===== src/rtl/ads_pkg.sv =====
// Shared types and constants for the Avalon-MM busy poller.
// Holds the FSM state encoding and the saturating poll-counter helper.
package ads_pkg;

    typedef enum logic [2:0] {
        IDLE = 3'd0,
        REQ  = 3'd1,
        LAT  = 3'd2,
        EVAL = 3'd3,
        GAP  = 3'd4,
        FIN  = 3'd5
    } ads_poll_state_t;

    localparam int ADS_BUSY_BIT   = 0;
    localparam int ADS_POLL_CNT_W = 16;

    // The poll counter must stick at all-ones instead of wrapping back to zero.
    function automatic logic [ADS_POLL_CNT_W-1:0] ads_sat_inc(
        input logic [ADS_POLL_CNT_W-1:0] cnt
    );
        if (cnt == {ADS_POLL_CNT_W{1'b1}}) begin
            return cnt;
        end else begin
            return cnt + ADS_POLL_CNT_W'(1);
        end
    endfunction

endpackage


===== src/rtl/ads_busy_poller.sv =====
// Polls a busy status register over Avalon-MM until it clears, with an idle gap between polls.
// Define ADS_POLL_TIMEOUT_EN to stop after MAX_POLLS busy reads and flag timeout.
module ads_busy_poller
    import ads_pkg::*;
#(
    parameter int ADDR_W     = 2,
    parameter int BUSY_ADDR  = 0,
    parameter int GAP_CYCLES = 16,
    parameter int MAX_POLLS  = 1024
) (
    input  logic                      clk,
    input  logic                      reset_n,
    input  logic                      start,
    output logic                      done,
    output logic                      timeout,
    output logic [ADS_POLL_CNT_W-1:0] poll_count,
    output logic                      active,
    output logic [ADDR_W-1:0]         avm_address,
    output logic                      avm_read,
    input  logic                      avm_waitrequest,
    input  logic [31:0]               avm_readdata
);

`ifdef ADS_POLL_TIMEOUT_EN
    localparam bit TIMEOUT_EN = 1'b1;
`else
    localparam bit TIMEOUT_EN = 1'b0;
`endif

    localparam logic [ADS_POLL_CNT_W-1:0] GAP_RELOAD = ADS_POLL_CNT_W'(GAP_CYCLES - 1);
    localparam logic [ADS_POLL_CNT_W-1:0] POLL_LIMIT = ADS_POLL_CNT_W'(MAX_POLLS);

    ads_poll_state_t             state_q, state_d;
    logic [ADS_POLL_CNT_W-1:0]   poll_cnt_q, poll_cnt_d;
    logic [ADS_POLL_CNT_W-1:0]   gap_cnt_q, gap_cnt_d;
    logic                        busy_q, busy_d;
    logic                        done_q, done_d;
    logic                        timeout_q, timeout_d;
    logic                        active_q, active_d;
    logic                        read_q, read_d;
    logic                        unused_rdata_s;

    assign unused_rdata_s = ^avm_readdata[31:1];

    // Next-state logic; outputs are derived from the next state so they line up with the registered state.
    always_comb begin
        state_d    = state_q;
        poll_cnt_d = poll_cnt_q;
        gap_cnt_d  = gap_cnt_q;
        busy_d     = busy_q;
        timeout_d  = 1'b0;
        case (state_q)
            IDLE: begin
                if (start) begin
                    poll_cnt_d = '0;
                    state_d    = REQ;
                end else begin
                    state_d = IDLE;
                end
            end
            REQ: begin
                if (!avm_waitrequest) begin
                    poll_cnt_d = ads_sat_inc(poll_cnt_q);
                    state_d    = LAT;
                end else begin
                    state_d = REQ;
                end
            end
            // Fixed read latency of one: data arrives the cycle after the accept.
            LAT: begin
                busy_d  = avm_readdata[ADS_BUSY_BIT];
                state_d = EVAL;
            end
            EVAL: begin
                if (!busy_q) begin
                    state_d = FIN;
                end else if (TIMEOUT_EN && (poll_cnt_q == POLL_LIMIT)) begin
                    state_d   = FIN;
                    timeout_d = 1'b1;
                end else begin
                    gap_cnt_d = GAP_RELOAD;
                    state_d   = GAP;
                end
            end
            GAP: begin
                if (gap_cnt_q == '0) begin
                    state_d = REQ;
                end else begin
                    gap_cnt_d = gap_cnt_q - ADS_POLL_CNT_W'(1);
                end
            end
            FIN: begin
                state_d = IDLE;
            end
            default: begin
                state_d = IDLE;
            end
        endcase
        done_d   = (state_d == FIN);
        read_d   = (state_d == REQ);
        active_d = (state_d != IDLE);
    end

    // State and output registers with synchronous active-low reset.
    always_ff @(posedge clk) begin
        if (!reset_n) begin
            state_q    <= IDLE;
            poll_cnt_q <= '0;
            gap_cnt_q  <= '0;
            busy_q     <= 1'b0;
            done_q     <= 1'b0;
            timeout_q  <= 1'b0;
            active_q   <= 1'b0;
            read_q     <= 1'b0;
        end else begin
            state_q    <= state_d;
            poll_cnt_q <= poll_cnt_d;
            gap_cnt_q  <= gap_cnt_d;
            busy_q     <= busy_d;
            done_q     <= done_d;
            timeout_q  <= timeout_d;
            active_q   <= active_d;
            read_q     <= read_d;
        end
    end

    assign done        = done_q;
    assign timeout     = timeout_q;
    assign poll_count  = poll_cnt_q;
    assign active      = active_q;
    assign avm_read    = read_q;
    assign avm_address = ADDR_W'(BUSY_ADDR);

endmodule


===== config.mk =====
export PLATFORM = sky130hd
export DESIGN_NAME = ads_busy_poller
export DESIGN_NICKNAME = d
export VERILOG_FILES = /design/src/rtl/ads_pkg.sv /design/src/rtl/ads_busy_poller.sv
export SDC_FILE = /design/constraint.sdc
export NUM_CORES = 1
export LEC_CHECK = 0
export BUFFER_PORTS_ARGS = -buffer_cell sky130_fd_sc_hd__buf_4
export CAP_MARGIN = 0
export CELL_PAD_IN_SITES_DETAIL_PLACEMENT = 1
export CELL_PAD_IN_SITES_GLOBAL_PLACEMENT = 1
export CORE_UTILIZATION = 35
export DETAILED_ROUTE_END_ITERATION = 7
export GPL_ROUTABILITY_DRIVEN = 0
export HOLD_SLACK_MARGIN = 0.05
export PLACE_DENSITY_LB_ADDON = 0.1
export SLEW_MARGIN = 20
export SYNTH_ARGS = -nofsm -noshare
export SYNTH_HDL_FRONTEND = slang
export SYNTH_SLANG_ARGS = --single-unit

===== constraint.sdc =====
create_clock -name clk -period 2.3 [get_ports clk]
set_input_delay 0.46 -clock clk [delete_from_list [all_inputs] [get_ports clk]]
set_output_delay 0.46 -clock clk [all_outputs]
set_load 0.01 [all_outputs]

Yosys cells after proc, flatten, opt, wreduce, memory -nomap -nowiden
Index checks and enable logic that the tools add are counted.
{"block": "word_totals", "register_bits": 39, "latchBits": 0, "ramBits": 0, "romBits": 0, "in_bits": 36, "output_inout_bits": 22, "elab_cells": 40, "n_memories": 0}
{"block": "op_classes", "addsub": 2, "mul": 0, "div": 0, "order_cmp": 0, "eq_ne": 12, "shift": 0, "n_mux": 12, "bitwise": 0, "reduce_logical": 7}
{"op": "$mux W16", "n": 5}
{"op": "$pmux W16 S2", "n": 2}
{"op": "$add A16 B1 Y16 const B", "n": 1}
{"op": "$eq A16 B16 Y1 const B", "n": 1}
{"op": "$logic_not A16 Y1", "n": 1}
{"op": "$sub A16 B1 Y16 const B", "n": 1}
{"op": "$pmux W3 S5", "n": 1}
{"op": "$ne A2 B2 Y1 const B", "n": 5}
{"op": "$eq A3 B1 Y1 const B", "n": 2}
{"op": "$eq A3 B2 Y1 const B", "n": 2}
{"op": "$eq A3 B3 Y1 const B", "n": 2}
{"op": "$reduce_and A4 Y1", "n": 1}
{"op": "$reduce_bool A2 Y1", "n": 2}
{"op": "$logic_not A3 Y1", "n": 1}
{"op": "$mux W3", "n": 1}
{"op": "$reduce_and A3 Y1", "n": 1}
{"op": "$reduce_bool A3 Y1", "n": 1}
{"op": "$mux W1", "n": 2}
{"op": "$mux W2", "n": 1}

Longest topological paths before layout
Gate-level depths: netlist (run 1).
{"block": "depth", "word_depth": 4, "depth_mapped": 7, "depth_no_buf": 7}

Least setup slack after synthesis (run 1)
No wires, ideal clock.
{"block": "synth_timing", "path_type": "register to register", "from": "register poll_cnt_q[0], in the netlist poll_count[0]", "to": "register poll_cnt_q[8], in the netlist poll_count[8]", "setup_time_ps": 75, "arrival_time_ps": 1760, "t_required_ps": 2225, "slack_ps": 465, "path_stages_with_launch": 7, "path_buffers": 0, "synth_period_minus_slack_ps": 1835, "cell_sequence": "dfxtp_1 -> ha_1 -> nand3_1 -> nor2_1 -> nand3_1 -> or3b_2 -> o22ai_1"}
{"block": "synth_via", "elab_chain_cells": 4, "elab_cells_between_ends": 7, "classes_between": "1 x add/sub; 2 x eq/ne; 3 x mux; 1 x reduce/logical"}
{"element": "start: declaration", "line_no": "ads_busy_poller.sv:34", "rtl": "logic [ADS_POLL_CNT_W-1:0] poll_cnt_q, poll_cnt_d;"}
{"element": "start signal: assignment", "line_no": "ads_busy_poller.sv:117", "rtl": "poll_cnt_q <= poll_cnt_d;"}
{"element": "$add A16 B1 Y16", "line_no": "ads_pkg.sv:24", "rtl": "return cnt + ADS_POLL_CNT_W'(1);"}
{"element": "$mux W16", "line_no": "ads_pkg.sv:21", "rtl": "if (cnt == {ADS_POLL_CNT_W{1'b1}}) begin"}
{"element": "$mux W16", "line_no": "ads_busy_poller.sv:62", "rtl": "if (!avm_waitrequest) begin"}
{"element": "$pmux W16 S2", "line_no": "ads_busy_poller.sv:52", "rtl": "case (state_q)"}
Several ways; a longest one is shown, not always the timed one. The select of a mux whose other input is x is not followed.
A chain may end at the register's enable or synchronous reset.

Worst setup path after layout (run 1)
{"block": "layout_timing", "from": "register state_q[1]", "to": "register poll_cnt_q[6], in the netlist poll_count[6]"}
{"block": "layout_via", "elab_chain_cells": 3, "elab_cells_between_ends": 8, "classes_between": "4 x eq/ne; 1 x mux; 3 x reduce/logical"}
{"element": "start: declaration", "line_no": "ads_busy_poller.sv:33", "rtl": "ads_poll_state_t state_q, state_d;"}
{"element": "start signal: assignment", "line_no": "ads_busy_poller.sv:116", "rtl": "state_q <= state_d;"}
{"element": "$eq A3 B1 Y1 or $logic_not A3 Y1 (tied branches)", "line_no": "ads_busy_poller.sv:52"}
{"element": "$ne A2 B2 Y1 (no source line) or $reduce_bool A2 Y1 (tied branches)"}
{"element": "$reduce_and A4 Y1 (no source line)"}
Several ways; a longest one is shown, not always the timed one.

==> flow_summary.ini, run 1 <==
[sta]
report.final.setup_viol = 0
finalSetupTns_ns = 0
min_period_ns = 1.98
slew_violations = 0
clock.fmax_ghz = 0.505
finClkSkew_ns = 0.00744
timing.final.crit_share_pct = 86.1
rsz0062_at_grt = false
fin_ws_ns = 0.320
hold_viol_final = 0

[pwr]
powerDensity_mw_per_mm2 = 547
ir_drop_v = 0.000228
leakage_nw = 0.968
finalPower_mw = 1.38

[setup_path]
critical_path_buf_inv_count = 1
cpPeakStageDelay_ns = 0.49
cp_max_fo = 9
crit_type = flip-flop to flip-flop
crit_slowest_cell = or3b_2
startpoint_type = flip-flop
end_kind = flip-flop
crit_arrival_ns = 2.21
crit_path_cell_trace = buf_4 > or3b_2 > nor2_2 > o21ai_2 > or4_1 > a21boi_1
crit_family = simple AND/OR/NAND/NOR gates
worstPathRequired_ns = 2.53

[synthesis]
synth_area_sq_mm = 0.00213
synth_compound_area_share_pct = 23.6
synthAdderAreaFrac_pct = 1.17
syn_area_per_cell_sq_um = 8.21
synth-simple-area-share_pct = 30.9
synth_area_leaders = dfxtp_1 37%, o21ai_0 4.7%, nor2_1 4.4%, a21boi_0 4.2%, nand3_1 3.3%
synth_seq_cells = 39
synth_top_flop_cell = dfxtp_1
async_flop_share_pct = 0
synthCells = 260
synthMuxAreaShare_pct = 0
synth_top_area_cell = dfxtp_1
synth_edf_count = 0
synth_cell_types = 51
synth_top_family_by_area = simple AND/OR/NAND/NOR gates
synth_top_area_share_pct = 36.6
synth_xor_area_share_pct = 3.69
yosysSeqAreaShare_pct = 36.6
yosysWarnings = 0

[finish]
layout-drive-gt1-share_pct = 20.2
syn2layout_area_growth_pct = 18.4
nFillCells = 727
fin_nets = 330
antenna_cells = 0

[clock_tree]
cts_buffers = 5
cts_htree_levels = 2
clk_pin_slew_ns = 0.07
cts_tree = built
root_buffer = clkbuf_8
post_cts_buffers = 0
ctsResizeCount = 0
cts_hold_buf = 0
cts_buffer_depth = 2
clock_latency_ns = 0.30
cts_num_sinks = 39

[global_routing]
grt_usage_pct = 19.0
grt_pass1_vias = 2018
grt_max_degree = 31
grt_pass1_wl_um = 9580
gr-total-overflow = 0
antenna_found_initial = 0

[drt]
viasPerCell = 5.50
drc_errors = 0
routed_wl_um = 5600
ant_nets = 0
wl_per_cell_um = 15.3
dr.pass1.iters = 4
via_count = 2020
dr.first_iter.drc_count = 81

[job]
cap_viol_max_count = 0

[placement]
pre_cts_slack_ns = 0.289
port_buffers = 23
dp_hpwl_um = 4080

[hold_path]
min_path_type = input port to flip-flop

[die]
num_rows = 28
num_io_pins = 58
start_util_pct = 36.3
core_area_sq_mm = 0.00589
die_width_um = 80.1
die_h_um = 80.1
dieArea_sq_mm = 0.00642

[outcome]
outcome = finished, final reports clean
-- layout make-up --
cell class / instances / area, sq um / area share [%]
Clock buffer: 6 / 82.6 / 3.27
Clock inverter: 1 / 5.00 / 0.198
Inverter: 4 / 15.0 / 0.594
Multi-Input combinational cell: 206 / 1280 / 50.6
Sequential cell: 39 / 781 / 30.9
Tap cell: 75 / 93.8 / 3.71
Timing Repair Buffer: 36 / 270 / 10.7
-- worst reg2reg max path: stages (launching register included) --
cell	delay (ns)
dfxtp_1	0.38
buf_4	0.19
or3b_2	0.49
nor2_2	0.15
o21ai_2	0.14
or4_1	0.42
a21boi_1	0.14
-- layer usage --
metal,up-vias,GRT usage [%],wire length [um],part of all wire [%]
li1,1023,-,-,-
met3,9,3.41,113,2.0
met2,20,32.0,2690,48
met4,0,6.43,87,1.6
met1,968,24.4,2720,48
met5,-,0,0,0
-- metrics by stage --
step	area [sq um]	hold WS (ns)	instances	utilization, %
2_1_floorplan	2140	0.446	262	-
3_3_place_gp	2440	0.474	360	41.5
3_5_place_dp	2440	0.493	360	41.5
4_1_cts	2530	0.417	367	42.9
5_1_grt	2530	0.426	367	42.9
6_report	2530	0.420	367	42.9
-- cells in the mapped netlist, types with 3 or more instances --
library cell / number
or3b_1: 3
nand2_1: 17
a211oi_1: 3
nand4_1: 4
o21ai_0: 20
o211ai_1: 4
nor2b_1: 4
buf_4: 3
dfxtp_1: 39
buf_2: 5
nand3_1: 14
or4_1: 3
a31oi_1: 5
nand2b_1: 5
and4_1: 3
nor4_1: 3
or3_1: 6
xor2_1: 6
and3_1: 7
a21boi_0: 12
clkbuf_1: 5
xnor2_1: 3
nor3_1: 6
nor2_1: 25
inv_1: 4
o31ai_1: 5
nand4b_1: 3
a21oi_1: 11
-- registers in the layout, indices dropped and copies added (netlist names) --
register	cells
done	1
state_q	3
gap_cnt_q	16
avm_read	1
active	1
poll_count	16
busy_q	1
-- power breakdown --
| part | switching, mW | internal, mW |
|---|---|---|
| Clock | 0.247 | 0.236 |
| Sequential | 0.0178 | 0.689 |
| Combinational | 0.112 | 0.0804 |
-- final timing paths --
check | startpoint | end | slack [ns] | depth (start not counted)
setup / recovery | state_q[1] | poll_count[6] | 0.32 | 6
hold / removal | avm_readdata[0] | busy_q | 0.42 | 3
setup reg to reg | state_q[1] | poll_count[6] | 0.32 | 6
hold reg to reg | gap_cnt_q[9] | gap_cnt_q[9] | 0.50 | 2
-- placed cells by master, fill, tap and decap left out, drive strengths merged, types with 5 or more instances in the layout --
cell	count
dfxtp	39
buf	36
nor2	26
o21ai	22
nand2	17
nand3	14
a21boi	13
a21oi	12
and3	7
nor3	7
or3	7
xor2	6
clkbuf	6
o211ai	6
a31oi	5
o31ai	5
nand2b	5
or3b	5
-- cells by family (layout without fill, tap and decap cells) --
family                     count (synthesis)  after routing
DFF                                       39             39
xor gates and xnor gates                   9              9
and+or+nand+nor                          117            117
other                                      1              3
adders and majority gates                  2              2
AOI/OAI and AO/OA                         75             75
buffers and inverters                     17             47
(Power assumes the default switching activity.)
==> run 2, diff against run 1 <==
- PLACE_DENSITY_LB_ADDON: 0.1 -> 0.15
- SETUP_SLACK_MARGIN: unset -> 0.4
- SLEW_MARGIN: 20 -> 10
==> run 2 against run 1 <==
  * Sequential power about the same
  * Global-route usage fell by 0.20 points
  * Critical path depth unchanged
  * Via count rose by 6.0%
  * Non-clock buffer count up 9
  * Worst hold slack worse by 0.0052 ns
==> flow_summary.ini, run 2 (same netlist as run 1, synthesis figures left out) <==
[outcome]
outcome = finished, final reports clean

[finish]
layout-drive-gt1-share_pct = 28.1
antenna_cells = 0
syn2layout_area_growth_pct = 27.1
fin_nets = 339
mostFrequentLayoutCell = buf_4
final_core_util_pct = 46.1
most-common-layout-cells = 44 x buf_4, 33 x dfxtp_1, 24 x nor2_1
nFillCells = 707

[drt]
via_count = 2142
wl_met3_um = 153
dr.pass1.iters = 4
viasPerCell = 5.68
routed_wl_um = 6130
route.met2.wl_um = 3010
dr.first_iter.drc_count = 35
ant_nets = 0
wl_per_cell_um = 16.2
dr.max_layer_used = met4
drc_errors = 0
met1Wirelength_um = 2840

[setup_path]
crit_arrival_ns = 2.08
critical_path_buf_inv_count = 1
worstPathRequired_ns = 2.52
cp_max_fo = 7
startpoint_type = flip-flop
crit_type = flip-flop to flip-flop
cpPeakStageDelay_ns = 0.54
crit_slowest_cell = or4b_4
end_kind = flip-flop
crit_family = simple AND/OR/NAND/NOR gates
crit_path_cell_trace = or4b_4 > nand3_2 > buf_4 > o21ai_4 > or4_1 > a21boi_1

[clock_tree]
cts_num_sinks = 39
cts_htree_levels = 2
cts_buffer_depth = 2
clock_latency_ns = 0.30
cts_buffers = 5
root_buffer = clkbuf_8
cts_tree = built
cts_hold_buf = 0
clk_pin_slew_ns = 0.09

[sta]
report.final.setup_viol = 0
hold_slack_ns = 0.415
slew_violations = 0
finalSetupTns_ns = 0
finClkSkew_ns = 0.00804
min_period_ns = 1.86
timing.final.crit_share_pct = 80.8
rsz0062_at_grt = true
hold_viol_final = 0
clock.fmax_ghz = 0.538

[global_routing]
grt_pass1_vias = 1988
grt_pass1_wl_um = 9430
grt_usage_pct = 18.8
gr-total-overflow = 0
grt_max_degree = 31
antenna_found_initial = 0

[job]
cap_viol_max_count = 0

[die]
num_io_pins = 58
start_util_pct = 36.3
dieArea_sq_mm = 0.00642
num_rows = 28
die_h_um = 80.1
core_area_sq_mm = 0.00589
die_width_um = 80.1

[hold_path]
min_path_type = input port to flip-flop

[pwr]
finalPower_mw = 1.55
powerDensity_mw_per_mm2 = 570
ir_drop_v = 0.000227
leakage_nw = 1.04

[placement]
port_buffers = 23
dp_hpwl_um = 4150
## run 2: changes by cell type in the layout (fill, tap and decap cells not counted), moves of 2 or more
cell     change
buf_4        +8
dfxtp_4      +2
dfxtp_1      -6
a31oi_1      -2
dfxtp_2      +4
or3b_4       +2
## run 2: repair_timing
item | 4_1_cts | 5_1_grt
pin swaps | 1 | 8
gates resized for setup | 5 | 20
endpoints found under the setup margin | 12 | 14
buffers inserted | 0 | 8
endpoints found under the hold margin | 0 | 0
## run 2: layout make-up
cell class	instances	area, sq um	area share [%]
Clock buffer	6	82.6	3.04
Clock inverter	2	35.0	1.29
Inverter	4	15.0	0.553
Multi-Input combinational cell	206	1360	50.1
Sequential cell	39	793	29.2
Tap cell	75	93.8	3.46
Timing Repair Buffer	45	335	12.4
## run 2: worst min-delay path, stage by stage
cell and delay, ns:
buf_4 0.11, nand2_1 0.04, a21boi_0 0.06
## run 2: worst paths after layout
check,start,endpoint,slack (ns),cells after the start
worst max-delay path,state_q[1],poll_count[6],0.44,6
worst min-delay path,avm_readdata[0],busy_q,0.41,3
worst max register to register,state_q[1],poll_count[6],0.44,6
worst min register to register,gap_cnt_q[9],gap_cnt_q[9],0.49,2
## run 2: metrics by stage
step	std cells	setup WS (ns)	instance area (sq um)
floorplan	262	0.465	2140
global placement	361	0.317	2450
detailed placement	361	0.301	2450
CTS	369	0.364	2580
global route	377	0.352	2710
finish	377	0.441	2710
## run 2: per-layer routing
| metal | vias to the layer above | track usage (%) |
|---|---|---|
| met2 | 32 | 32.8 |
| met4 | 0 | 6.07 |
| met1 | 1057 | 23.4 |
| li1 | 1040 | - |
| met5 | - | 0 |
| met3 | 13 | 3.18 |
## run 2: report_power, final
| part | leakage (nW) | switching [mW] | internal (mW) |
|---|---|---|---|
| sequential | 0.319 | 0.0168 | 0.690 |
| combinational | 0.657 | 0.128 | 0.0987 |
| clock | 0.0612 | 0.263 | 0.352 |
| total | 1.04 | 0.408 | 1.14 |
